$ cat config.mk
export PLATFORM = sky130hd
export DESIGN_NAME = alu_instr_sequencer
export DESIGN_NICKNAME = d
export VERILOG_FILES = /design/src/rtl/alu_instr_sequencer.sv
export SDC_FILE = /design/constraint.sdc
export NUM_CORES = 1
export LEC_CHECK = 0
export CAP_MARGIN = 10
export CORE_ASPECT_RATIO = 1.5
export CORE_MARGIN = 2
export CORE_UTILIZATION = 25
export CTS_CLUSTER_SIZE = 25
export DETAILED_ROUTE_END_ITERATION = 8
export MAX_ROUTING_LAYER = met4
export SYNTH_ARGS = -nofsm -noshare
export SYNTH_HDL_FRONTEND = slang
export SYNTH_SLANG_ARGS = --single-unit
$ cat constraint.sdc
create_clock -name clock -period 8.39 [get_ports clock]
set_input_delay 1.2585 -clock clock [delete_from_list [all_inputs] [get_ports clock]]
set_output_delay 1.2585 -clock clock [all_outputs]
set_load 0.02 [all_outputs]
$ cat src/rtl/alu_instr_sequencer.sv
// ---------------------------------------------------------------------------
// alu_instr_sequencer
//
// Queues 18-bit ALU instruction words in a small FIFO and issues them to the
// ALU one at a time. Each issued word is held on instr for a fixed number of
// cycles. Ordinary instructions are held HOLD_CYCLES cycles. A multiply
// (instr[17:15] == MUL_OPCODE) is held MUL_CYCLES cycles, and check is high
// for the first CHECK_CYCLES of them. When the FIFO is not empty, the next
// word is issued on the final hold cycle, so there is no gap between
// instructions.
//
// Optional feature: define SEQ_RESULT_CAPTURE_EN to latch the ALU result and
// flags on the last hold cycle of every instruction. res_valid then pulses for
// one cycle when those registers update. Without the macro, the result
// outputs are tied to zero.
//
// Ports
//   clock, reset       sole rising-edge clock; synchronous active-high reset
//   wr_en, wr_instr    push an instruction word (dropped when full)
//   run                level; new instructions are issued only while high
//   full, empty        FIFO occupancy flags
//   wr_err             sticky; a push was attempted while full
//   instr, check       instruction and multiply-start strobe to the ALU
//   busy               an instruction is currently being held
//   alu_Y, alu_overflow, alu_Cout   ALU result inputs
//   res_Y, res_flags, res_valid     captured result / {overflow, Cout} / pulse
// ---------------------------------------------------------------------------
module alu_instr_sequencer #(
    parameter int         DEPTH        = 16,
    parameter int         HOLD_CYCLES  = 2,
    parameter int         CHECK_CYCLES = 2,
    parameter int         MUL_CYCLES   = 11,
    parameter logic [2:0] MUL_OPCODE   = 3'b110
) (
    input  logic        clock,
    input  logic        reset,
    input  logic        wr_en,
    input  logic [17:0] wr_instr,
    input  logic        run,
    output logic        full,
    output logic        empty,
    output logic        wr_err,
    output logic [17:0] instr,
    output logic        check,
    output logic        busy,
    input  logic [15:0] alu_Y,
    input  logic        alu_overflow,
    input  logic        alu_Cout,
    output logic [15:0] res_Y,
    output logic [1:0]  res_flags,
    output logic        res_valid
);

    localparam int AW    = $clog2(DEPTH);
    localparam int CNT_W = $clog2(MUL_CYCLES + HOLD_CYCLES) + 1;

    // Terminal count of each timed state; MWAIT covers the rest of a multiply.
    localparam logic [CNT_W-1:0] HOLD_LAST = CNT_W'(HOLD_CYCLES - 1);
    localparam logic [CNT_W-1:0] CHK_LAST  = CNT_W'(CHECK_CYCLES - 1);
    localparam logic [CNT_W-1:0] WAIT_LAST = CNT_W'(MUL_CYCLES - CHECK_CYCLES - 1);

    typedef enum logic [1:0] {IDLE, HOLD, MCHK, MWAIT} state_t;

    state_t           state_q, state_d;
    logic [CNT_W-1:0] cnt_q, cnt_d;

    logic [17:0]      mem_q [DEPTH];
    logic [AW-1:0]    wr_ptr_q, rd_ptr_q;
    logic [AW:0]      count_q, count_d;
    logic [17:0]      instr_q;
    logic             wr_err_q;

    logic [17:0]      head;
    logic             push, pop, fin, head_is_mul;

    assign full        = (count_q == (AW+1)'(DEPTH));
    assign empty       = (count_q == '0);
    assign head        = mem_q[rd_ptr_q];
    assign head_is_mul = (head[17:15] == MUL_OPCODE);

    // Push admission uses the pre-pop occupancy: a full FIFO rejects the word
    // even if a pop happens on the same edge.
    assign push = wr_en && !full;

    // Last cycle of an instruction's hold window.
    assign fin = ((state_q == HOLD)  && (cnt_q == HOLD_LAST)) ||
                 ((state_q == MWAIT) && (cnt_q == WAIT_LAST));

    // run is only looked at here, so dropping it never shortens an instruction.
    assign pop = run && !empty && ((state_q == IDLE) || fin);

    always_comb begin
        state_d = state_q;
        cnt_d   = cnt_q + 1'b1;
        count_d = count_q;

        case (state_q)
            IDLE:    cnt_d = '0;
            MCHK: begin
                if (cnt_q == CHK_LAST) begin
                    state_d = MWAIT;
                    cnt_d   = '0;
                end
            end
            default: ;
        endcase

        if (pop) begin
            state_d = head_is_mul ? MCHK : HOLD;
            cnt_d   = '0;
        end else if (fin) begin
            state_d = IDLE;
            cnt_d   = '0;
        end

        case ({push, pop})
            2'b10:   count_d = count_q + 1'b1;
            2'b01:   count_d = count_q - 1'b1;
            default: count_d = count_q;
        endcase
    end

    always_ff @(posedge clock) begin
        if (reset) begin
            state_q  <= IDLE;
            cnt_q    <= '0;
            wr_ptr_q <= '0;
            rd_ptr_q <= '0;
            count_q  <= '0;
            instr_q  <= '0;
            wr_err_q <= 1'b0;
        end else begin
            state_q <= state_d;
            cnt_q   <= cnt_d;
            count_q <= count_d;
            if (push) begin
                wr_ptr_q <= wr_ptr_q + 1'b1;
            end
            if (pop) begin
                rd_ptr_q <= rd_ptr_q + 1'b1;
                instr_q  <= head;
            end
            if (wr_en && full) begin
                wr_err_q <= 1'b1;
            end
        end
    end

    // Storage array carries no reset; emptiness is tracked by count_q alone.
    always_ff @(posedge clock) begin
        if (push && !reset) begin
            mem_q[wr_ptr_q] <= wr_instr;
        end
    end

    assign instr  = instr_q;
    assign wr_err = wr_err_q;
    assign check  = (state_q == MCHK);
    assign busy   = (state_q != IDLE);

`ifdef SEQ_RESULT_CAPTURE_EN
    logic [15:0] res_y_q;
    logic [1:0]  res_flags_q;
    logic        res_valid_q;

    always_ff @(posedge clock) begin
        if (reset) begin
            res_y_q     <= '0;
            res_flags_q <= '0;
            res_valid_q <= 1'b0;
        end else begin
            res_valid_q <= fin;
            if (fin) begin
                res_y_q     <= alu_Y;
                res_flags_q <= {alu_overflow, alu_Cout};
            end
        end
    end

    assign res_Y     = res_y_q;
    assign res_flags = res_flags_q;
    assign res_valid = res_valid_q;
`else
    logic unused_alu;
    assign unused_alu = ^{alu_Y, alu_overflow, alu_Cout};
    assign res_Y      = '0;
    assign res_flags  = '0;
    assign res_valid  = 1'b0;
`endif

endmodule
Word-level counts from Yosys, hierarchy flattened:

Memory sizes are Yosys's and may differ from the RTL's. A register that Yosys moved wholly into a read port is not among the register bits.
Cells that the tools add are included.

* output and inout bits: 42
* register bits: 39
* memories: 1
* input bits: 40
* memory bits (writable): 288

Memories
* mem_q: depth 16, bits a word 18, rd ports 1, clocked after Yosys merged registers in 1, wr ports 1, RTL line 67 `logic [17:0] mem_q [DEPTH];`

* equality and inequality tests: 9
* mux-type cells: 12
* add/sub/neg operators: 5
* reduce and logical (&&, ||, !) cells: 20

Operators by type and width (number)
* one-hot mux 5 bit (2 select lines): 2
* adder 5 x 1 -> 5 bit (second input constant): 2
* two-way mux 2 bit: 5
* adder 4 x 1 -> 4 bit (second input constant): 2
* two-way mux 4 bit: 2
* logical AND 1 bit: 7
* == test 2 bit (second input constant): 3
* nonzero test 3 bit: 2
* == test 5 x 1 -> 1 bit (second input constant): 1
* == test 5 x 4 -> 1 bit (second input constant): 1
* == test 5 bit (second input constant): 1
* zero test 5 bit: 1
* two-way mux 5 bit: 1
* subtractor 5 x 1 -> 5 bit (second input constant): 1
* == test 2 x 1 -> 1 bit (second input constant): 2
* nonzero test 2 bit: 2
* == test 3 bit (second input constant): 1
* zero test 1 bit: 3
* OR reduction 3 bit: 1
* zero test 2 bit: 1
* logical OR 1 bit: 2
* two-way mux 1 bit: 2
* AND reduction 2 bit: 1

Logic depth before layout (Yosys ltp):

* depth after elaboration: 7
* depth in mapped cells: 15
* depth with buffers taken out: 14

Least setup slack after synthesis:

OpenSTA, ideal clock, no wires.

* path kind: input port to flip-flop
* start: input wr_en
* end: register count_q[4]
* path slack: 4.983 ns
* buffers on the path: 0
* cell stages on the path: 10
* data arrival time: 3.337 ns
* cell sequence: a21boi_1 inv_1 ha_1 xor2_1 ha_1 a211o_1 a21oi_1 a221oi_1 or3_1 a21oi_1

* word-level cells in the longest chain between the ends: 3
* elaborated cells on any way between the ends: 5

RTL lines
* from (decl): RTL line 37 `input logic wr_en,`
* logical AND 1 bit (*): RTL line 83 `assign push = wr_en && !full;`
* == test 2 x 1 -> 1 bit or == test 2 bit (tied branches): RTL line 116 `case ({push, pop})`
* one-hot mux 5 bit (2 select lines) or nonzero test 2 bit (tied branches)
* to (signal assigned): RTL line 135 `count_q <= count_d;`
* to (decl): RTL line 69 `logic [AW:0] count_q, count_d;`

Every way passes the cells marked *; elsewhere a longest branch is shown, timed or not.
A chain may end at the register's enable or synchronous reset.

Worst setup path in the final report:

Ends and elaborated chain as after synthesis.

==> impl_metrics.py <==
metrics = {
    "critical_path": {
        "slowest_stage": "a21boi_1",
        "cp_top_family": "compound AO/OA/AOI/OAI gates",
        "crit_chain": "clkdlybuf4s50_1 -> a21boi_1 -> inv_1 -> ha_1 -> xor2_1 -> ha_1 -> a211o_1 -> a21oi_1 -> a221oi_1 -> or3_1 -> a21oi_1",
        "cp_max_fo": 9,
        "slowest_delay_ns": 0.63,
        "critPathKind": "input pin to flop",
        "cp.buffers_inverters": 2,
        "timing.rr.start": "count_q[1]",
        "arrival_ns": 4.21,
        "worstSetupStartpointType": "input pin",
        "crit_cells": 11,
        "crit_required_ns": 8.88,
        "critical_path.endpoint_type": "flop",
        "reg2reg_depth": 13,
        "reg2reg_to": "count_q[4]",
        "rrSetupSlack_ns": 4.90,
    },
    "floorplan": {
        "core_um2": 51400,
        "num_rows": 102,
        "die_w_um": 190,
        "initial_core_util_pct": 25.1,
        "die_h_um": 283,
        "io_pins": 82,
        "die-area_um2": 53600,
    },
    "clocking": {
        "clock-sinks": 331,
        "cts_tree": "built",
        "path_clk_slew_ns": 0.06,
        "hold_buffers": 0,
        "clock_latency_ns": 0.56,
        "h-tree-depth": 1,
        "cts_setup_buffers": 0,
        "cts_made_buffers": 31,
        "clock-root-buffer": "clkbuf_16",
        "cts-resized-gates": 0,
        "cts_buffer_depth": 3,
    },
    "synthesis": {
        "syn-cell-area_um2": 12900,
        "async_flop_share_pct": 0,
        "synth_edf_count": 288,
        "ys_types": 51,
        "synthCells": 675,
        "yosysSeqAreaShare_pct": 73.5,
        "postSynthAreaPerCell_um2": 19.2,
        "synth-main-ff-cell": "edfxtp_1",
        "ys_ff_latch": 331,
        "ys_warn_count": 0,
    },
    "timing": {
        "slew_viol_final": 0,
        "final_hold_viol_count": 0,
        "worst_slew_pin_slew_ns": 1.01,
        "slew_headroom_pct": 32.7,
        "rsz0062_at_grt": "no",
        "setup-tns-final_ns": 0,
        "clock.fmax_mhz": 269,
        "whs_ns": 0.473,
        "setup_viol": 0,
        "worst_clock_skew_ns": 0.0144,
        "period_needed_ns": 3.72,
        "fin_crit_sh_pct": 44.3,
    },
    "worst_hold_path": {
        "min_from": "wr_err",
        "hold_path_depth": 2,
        "hold_end": "wr_err",
        "min_path_type": "flop to flop",
    },
    "power": {
        "total_power_mw": 4.04,
        "peakVddDrop_uv": 151,
        "leakage_nw": 4.76,
        "power.density_nw_per_um2": 265,
    },
    "drt": {
        "drt_iter0_drc": 457,
        "drc": 0,
        "wl_per_cell_um": 19.6,
        "drtPass1Iterations": 4,
        "routed_wl_um": 28200,
        "vias": 6268,
        "ant_nets": 0,
        "vias_per_cell": 4.36,
    },
    "global_route": {
        "grt_max_degree": 65,
        "grt_overflow": 0,
        "grt_first_pass_wirelength_um": 41800,
        "grt_usage_pct": 10.9,
        "antenna_found_initial": 3,
        "first_global_vias": 6520,
    },
    "placed_design": {
        "place_area_um2": 14200,
        "dp_hpwl_um": 16300,
        "routabilityCongestion": 0.699,
        "port_buffers": 44,
    },
    "cells_and_area": {
        "postLayoutCoreUtil_pct": 29.6,
        "finish.net_count": 788,
        "area_delta_synth_final_pct": 17.8,
        "drive_gt1_share_pct": 22.8,
        "fin_area_um2": 15200,
    },
    "outcome": {
        "status": "finished clean",
    },
    "job": {
        "drv_cap": 0,
    },
}
-- where the power goes --
part | internal [mW] | total (mW) | switching (mW)
logic | 0.322 | 0.675 | 0.353
registers | 1.86 | 1.93 | 0.0699
clock network | 0.855 | 1.44 | 0.581
total | 3.04 | 4.04 | 1.00
-- kinds of logic (layout without fill, tap and decap cells) --
logic type | count (synthesis) | count (layout) | share of synthesized area, %
other cells | 1 | 22 | 0.0290
mux | 81 | 81 | 13.3
fa+ha+maj | 13 | 13 | 1.24
xor+xnor | 11 | 11 | 0.745
simple gates | 104 | 104 | 4.25
buf+inv | 62 | 129 | 2.70
flops | 331 | 331 | 73.5
compound gates | 72 | 72 | 4.25
-- worst min-delay path, stage by stage, from the launching register on --
cell	delay (ns)
dfxtp_1	0.33
a21oi_1	0.04
nor2_1	0.07
-- sequential cells by signal, summed over array words and instances, names as in the netlist, named ones only --
| signal | flops |
|---|---|
| mem_q | 288 |
| instr | 18 |
| cnt_q | 5 |
| count_q | 5 |
| rd_ptr_q | 4 |
| wr_ptr_q | 4 |
| state_q | 2 |
| wr_err | 1 |
-- cell usage after synthesis, types with 3 or more instances --
cell type	n	share of area, %
edfxtp_1	288	67
mux4_2	72	13
dfxtp_1	43	6.7
nor2_1	43	1.2
buf_4	23	1.3
nand3b_1	17	0.99
a221oi_1	16	1.1
a22o_1	15	1.0
clkbuf_1	15	0.44
buf_2	12	0.46
ha_1	12	1.2
o21ai_2	11	0.75
inv_1	10	0.29
nand2_1	10	0.29
a21oi_1	9	0.35
o21ai_0	9	0.35
xor2_1	8	0.54
mux2i_1	7	0.54
nand3_1	7	0.27
nor2b_1	6	0.29
or3_1	4	0.19
xnor2_1	3	0.20
-- metrics by stage --
step | std cells | setup slack, ns
after floorplan | 693 | 4.98
after global routing | 1439 | 4.46
final | 1439 | 4.67
after global placement | 1379 | 4.11
after detailed placement | 1379 | 4.07
after CTS | 1436 | 4.63
-- worst max-delay path by stage --
stage               startpoint         end  slack, ns
global placement         wr_en  count_q[4]       4.11
detailed placement       wr_en  count_q[4]       4.07
finish                   wr_en  count_q[4]       4.67
CTS                      wr_en  count_q[4]       4.63
global route             wr_en  count_q[4]       4.46
floorplan                wr_en  count_q[4]       4.98
-- layout make-up --
class,instances,area (um2)
multi-input combinational,300,3210
sequential,331,9510
inverter,10,37.5
clock buffer,41,843
fill,4935,36200
clock inverter,16,200
antenna,3,7.51
timing repair buffer,62,576
tap,676,846
-- metal layers --
| layer | wire [um] | share of wire (%) | vias to the layer above | global-route usage (%) |
|---|---|---|---|---|
| li1 | - | - | 2811 | - |
| met1 | 11400 | 40 | 3231 | 12.9 |
| met2 | 14400 | 51 | 174 | 18.5 |
| met3 | 1460 | 5.2 | 52 | 1.82 |
| met4 | 933 | 3.3 | 0 | 4.27 |
| met5 | 0 | 0 | - | - |
-- layout by cell type (no fill, tap or decap), drive strengths merged, types with 7 or more instances in the layout --
cell type / instances
o21ai: 21
a22o: 15
clkdlybuf4s50: 44
edfxtp: 288
clkinv: 9
a221oi: 16
a21oi: 10
inv: 10
buf: 18
ha: 12
mux2i: 7
nor2: 43
xor2: 8
clkbuf: 41
dfxtp: 43
nand3: 7
nand2: 10
conb: 19
mux4: 72
nand3b: 17
(Power assumes the default switching activity.)
